--- src/rtl/bp_cce_src_q_arb.sv ---
// rtl/bp_cce_src_q_arb.sv - CCE source queue arbiter with starvation guard for lce_req
module bp_cce_src_q_arb #(
   parameter int starve_limit_p = 15
) (
   input  logic       clk_i,
   input  logic       reset_i,
   input  logic       stall_i,
   input  logic       mem_resp_v_i,
   input  logic       lce_resp_v_i,
   input  logic       lce_req_v_i,
   input  logic       pending_v_i,
   output logic       grant_v_o,
   output logic [1:0] grant_sel_o,
   input  logic       grant_yumi_i,
   input  logic       done_i,
   output logic       busy_o,
   output logic       starve_o
);

   localparam int cnt_width_lp = (starve_limit_p + 1 <= 2) ? 1 : $clog2(starve_limit_p + 1);
   localparam logic [cnt_width_lp-1:0] limit_lp = cnt_width_lp'(starve_limit_p);

   // queue encodings on grant_sel_o
   localparam logic [1:0] sel_lce_req  = 2'd0;
   localparam logic [1:0] sel_lce_resp = 2'd1;
   localparam logic [1:0] sel_mem_resp = 2'd2;
   localparam logic [1:0] sel_pending  = 2'd3;

   typedef enum logic [1:0] {
      st_idle,
      st_offer,
      st_busy
   } state_e;

   state_e                  state;
   logic                    rr_pending;   // 1: pending wins an lce_req/pending tie
   logic [cnt_width_lp-1:0] starve_cnt;
   logic [cnt_width_lp-1:0] cnt_inc;
   logic [1:0]              winner;
   logic                    any_v;
   logic                    sel_v;

   // winner selection from current valids, starvation flag and round-robin pointer
   always_comb begin
      any_v   = mem_resp_v_i | lce_resp_v_i | lce_req_v_i | pending_v_i;
      cnt_inc = (starve_cnt == limit_lp) ? starve_cnt : starve_cnt + cnt_width_lp'(1);
      winner  = sel_lce_req;
      if (starve_o && lce_req_v_i) begin
         winner = sel_lce_req;
      end else if (mem_resp_v_i) begin
         winner = sel_mem_resp;
      end else if (lce_resp_v_i) begin
         winner = sel_lce_resp;
      end else if (lce_req_v_i && pending_v_i) begin
         winner = rr_pending ? sel_pending : sel_lce_req;
      end else if (pending_v_i) begin
         winner = sel_pending;
      end
      case (grant_sel_o)
         sel_lce_req:  sel_v = lce_req_v_i;
         sel_lce_resp: sel_v = lce_resp_v_i;
         sel_mem_resp: sel_v = mem_resp_v_i;
         default:      sel_v = pending_v_i;
      endcase
   end

   // arbitration FSM with registered outputs; stall freezes everything
   always_ff @(posedge clk_i or negedge reset_i) begin
      if (!reset_i) begin
         state       <= st_idle;
         grant_v_o   <= 1'b0;
         grant_sel_o <= sel_lce_req;
         busy_o      <= 1'b0;
         starve_o    <= 1'b0;
         starve_cnt  <= '0;
         rr_pending  <= 1'b0;
      end else if (!stall_i) begin
         case (state)
            st_idle: begin
               if (any_v) begin
                  state       <= st_offer;
                  grant_v_o   <= 1'b1;
                  grant_sel_o <= winner;
                  if (lce_req_v_i && (winner != sel_lce_req)) begin
                     starve_cnt <= cnt_inc;
                     starve_o   <= (cnt_inc == limit_lp);
                  end
               end
            end
            st_offer: begin
               if (grant_yumi_i) begin
                  if (grant_sel_o == sel_lce_req) begin
                     starve_cnt <= '0;
                     starve_o   <= 1'b0;
                     rr_pending <= 1'b1;
                  end else if (grant_sel_o == sel_pending) begin
                     rr_pending <= 1'b0;
                  end
                  grant_v_o <= 1'b0;
                  if (done_i) begin
                     state <= st_idle;
                  end else begin
                     state  <= st_busy;
                     busy_o <= 1'b1;
                  end
               end else if (!sel_v) begin
                  // offered head vanished: withdraw without touching pointer or counter
                  state     <= st_idle;
                  grant_v_o <= 1'b0;
               end
            end
            st_busy: begin
               if (done_i) begin
                  state  <= st_idle;
                  busy_o <= 1'b0;
               end
            end
            default: begin
               state     <= st_idle;
               grant_v_o <= 1'b0;
               busy_o    <= 1'b0;
            end
         endcase
      end
   end

endmodule
--- config.mk ---
export PLATFORM = sky130hd
export DESIGN_NAME = bp_cce_src_q_arb
export DESIGN_NICKNAME = d
export VERILOG_FILES = /design/src/rtl/bp_cce_src_q_arb.sv
export SDC_FILE = /design/constraint.sdc
export NUM_CORES = 1
export LEC_CHECK = 0
export CAP_MARGIN = 20
export CELL_PAD_IN_SITES_DETAIL_PLACEMENT = 1
export CELL_PAD_IN_SITES_GLOBAL_PLACEMENT = 1
export CORE_MARGIN = 5
export CORE_UTILIZATION = 39
export CTS_BUF_LIST = sky130_fd_sc_hd__clkbuf_16
export CTS_CLUSTER_SIZE = 16
export DETAILED_ROUTE_END_ITERATION = 7
export PLACE_DENSITY = 0.76
export SLEW_MARGIN = 40
export SYNTH_ARGS = -nofsm -noshare
export SYNTH_HDL_FRONTEND = slang
export SYNTH_SLANG_ARGS = --single-unit
--- constraint.sdc ---
create_clock -name clk_i -period 1.85 [get_ports clk_i]
set_clock_uncertainty 0.1 [all_clocks]
set_input_delay 0.37 -clock clk_i [delete_from_list [all_inputs] [get_ports clk_i]]
set_output_delay 0.37 -clock clk_i [all_outputs]
set_load 0.01 [all_outputs]
==> metrics.txt <==
outcome=completed; CP max FO=5; Final Hold Fails=0; Worst-Skew Late Latency=0.24 ns; vias in the first global route=822; clock root buffer=clkbuf_16; Power Internal=0.001064 W; sequential power share=28.0%; share of layout cells above drive strength 1=29.46%; Hold-fix buffers, CTS=0; TritonCTS clock tree=yes; clock sinks=12; antenna violations before repair=0; die span in y=55.17 µm; number of vias per cell=5.353; Buffers on Ports=13; Final setup viols=0; Multi-input gate area=500.5 µm²; Synth area leaders=dfrtp_1 (38%), ha_1 (7.9%), a21oi_1 (5.0%); worst hold path class=input port to asynchronous set/reset pin; Pleak=0.5200 nW; Overflow after GRT=0; Filler Cell Count=239; non-filler instance count after layout=between 100 and 150; arrival time worst endpoint=~1.8 ns; Final min period=1.815 ns; final slew viol count=0; DPL Wire Length=1745 µm; Switch Pwr=0.0006347 W; clock buffer depth=2; Slew headroom=approximately 64%; slew at the pin closest to its max-slew limit=0.5368 ns; PnR worst setup slack=0.03535 ns; ANT nets after route=0; count leader, synth=dfrtp_1; Total Die Area=3044 µm²; Cell Count Post-Placement=136; synth unique cells=35; drt drc=0; Initial Util=between 40% and 50%; pin count of the biggest net entering global routing=13; Mapped Cells=between 80 and 90; share of the synthesized area in the top cell type=a little under two fifths; DRT iter0 DRCs=7; global-route wire length before repair=approximately 3900 µm; via count=744; final net count=approximately 130; routed len/inst=17.92 µm; total number of yosys warnings=0; final instance area=1170 µm²; Worst setup SP type=input port; final worst path period share=98.09%; GPL Wtd Cong=about 0.82; Main synth FF type=dfrtp_1; Antenna Diode Count=0; delay-heaviest family, CP=simple AND/OR/NAND/NOR gates; VDD IR-drop max=963.4 µV; Synth-to-Final Area Change=47.01%; worst hold margin=a little under 0.4 ns; number of CTS-inserted buffers=3; register area share after synthesis=about 38%; row count=16; critical path endpoint category=flip-flop; Die Wd=55.17 µm; storage element area=300.3 µm²; Seq cells post-synth=12; PD cells=1452 nW/µm²; gr usage total=18.60%; Post-synth EDFFs=0; Worst Path Required=between 1.5 and 2 ns; synth cell count leaders=dfrtp_1 (12), a21oi_1 (8), inv_1 (6), o21ai_0 (6), ha_1 (5); Top Ports=14; Mapped Nets=95; crit path max-delay cell type=or4_4; area leader, netlist=dfrtp_1; WL final=2491 µm; FMAX=551.1 MHz; CORE AREA=1962 µm²; Gate power share=49.1%; TritonRoute pass-1 iters=4; H-tree level count=1; Reg clk slew, reported paths=0.04 ns; Netlist Area Pre-Place=795.8 µm²; buffers and inverters on the worst path=2; Post-Place Worst Slack=-0.3829 ns; Post-CTS Setup Bufs=0; max-cap violations=0; FFs w/ async S/R, synth=100.0%; Avg Inst Size Synth=9.824 µm²; switching share of power=37.36%; CP max stage delay=0.59 ns; dpl cell area=between 1000 and 1500 µm²; Setup CP Type=input port to flip-flop; crit-path cells=dlygate4sd2_1 -> or4_4 -> o21ai_4 -> buf_4 -> nor3_1 -> a2bb2oi_1; clock power share=22.9%
[path summary, 6_finish.rpt]
check                          startpoint       endpoint  cells past startpoint  slack, ns
max in group asynchronous         reset_i  starve_cnt[2]                      1       0.91
min in group clk_i                 busy_o         busy_o                      2       0.46
max                           pending_v_i  starve_cnt[3]                      6       0.04
min                               reset_i         busy_o                      1       0.39
max reg2reg                grant_sel_o[1]  starve_cnt[0]                      6       0.09
min reg2reg                        busy_o         busy_o                      2       0.46
[flip-flops by register name, summed over array words and instances (netlist names)]
name	count
starve_o	1
busy_o	1
rr_pending	1
grant_sel_o	2
state	2
grant_v_o	1
starve_cnt	4
[cell usage in the layout (no fill, tap or decap), drive strengths merged, types with 2 or more instances in the layout]
| master | n |
|---|---|
| a2bb2oi | 2 |
| o21ai | 7 |
| nor3b | 2 |
| and3 | 3 |
| a31oi | 2 |
| nand2 | 3 |
| a21oi | 8 |
| inv | 6 |
| mux2 | 3 |
| clkdlybuf4s50 | 9 |
| dlygate4sd2 | 4 |
| mux2i | 2 |
| nor3 | 2 |
| nand2b | 3 |
| clkbuf | 3 |
| buf | 15 |
| nand3 | 2 |
| dfrtp | 12 |
| nor2 | 5 |
| a211o | 2 |
| and2b | 2 |
| ha | 5 |
[power groups by stage]
stage	Sequential [W]	Clock, W	Combinational, W
after floorplan	0.000484	0	0.000382
after global placement	0.000465	0	0.000740
final	0.000475	0.000389	0.000835
after global routing	0.000497	0.000413	0.000915
after detailed placement	0.000471	0	0.000767
after CTS	0.000469	0.000392	0.000815
[metal layers]
metal	vias to the layer above	global-route usage, %	share of wire [%]
met5	-	0	0
met4	0	6.883	2.5
met3	8	6.702	4.7
met2	18	30.71	48
met1	356	22.02	45
li1	362	-	-
[timing repair]
action	in CTS	in global routing
resized for setup	6	4
pin swaps	2	0
setup endpoints to repair	8	2
gates cloned	0	0
[worst reg2reg max path, cell delays in order, from the launching register on]
cell and delay, ns:
dfrtp_1 0.38, inv_1 0.10, ha_2 0.19, and3_4 0.20
a31oi_4 0.06, or3_1 0.39, a32o_1 0.22
[cell families after synthesis]
group	share of synthesized area, %
buf+inv	2.830
xor+xnor	1.101
flops	37.74
compound gates	22.80
fa+ha+maj	7.862
simple gates	20.44
mux	7.232
[area by class of cell]
| type | instances | area share, % |
|---|---|---|
| Sequential cell | 12 | 25.67 |
| Timing Repair Buffer | 28 | 20.32 |
| Multi-Input combinational cell | 63 | 42.78 |
| Inverter | 6 | 1.925 |
| Tap cell | 27 | 2.888 |
| Clock buffer | 3 | 6.417 |
[per-stage QoR]
stage,power [W],util [%],TNS [ns]
final,0.001699,59.63,0
after detailed placement,0.001238,54.66,-2.850
after CTS,0.001676,58.93,0
after floorplan,0.0008658,-,0
after global placement,0.001205,54.66,-2.410
after global routing,0.001825,59.63,-0.002987
Power figures use the tool's default switching activity.
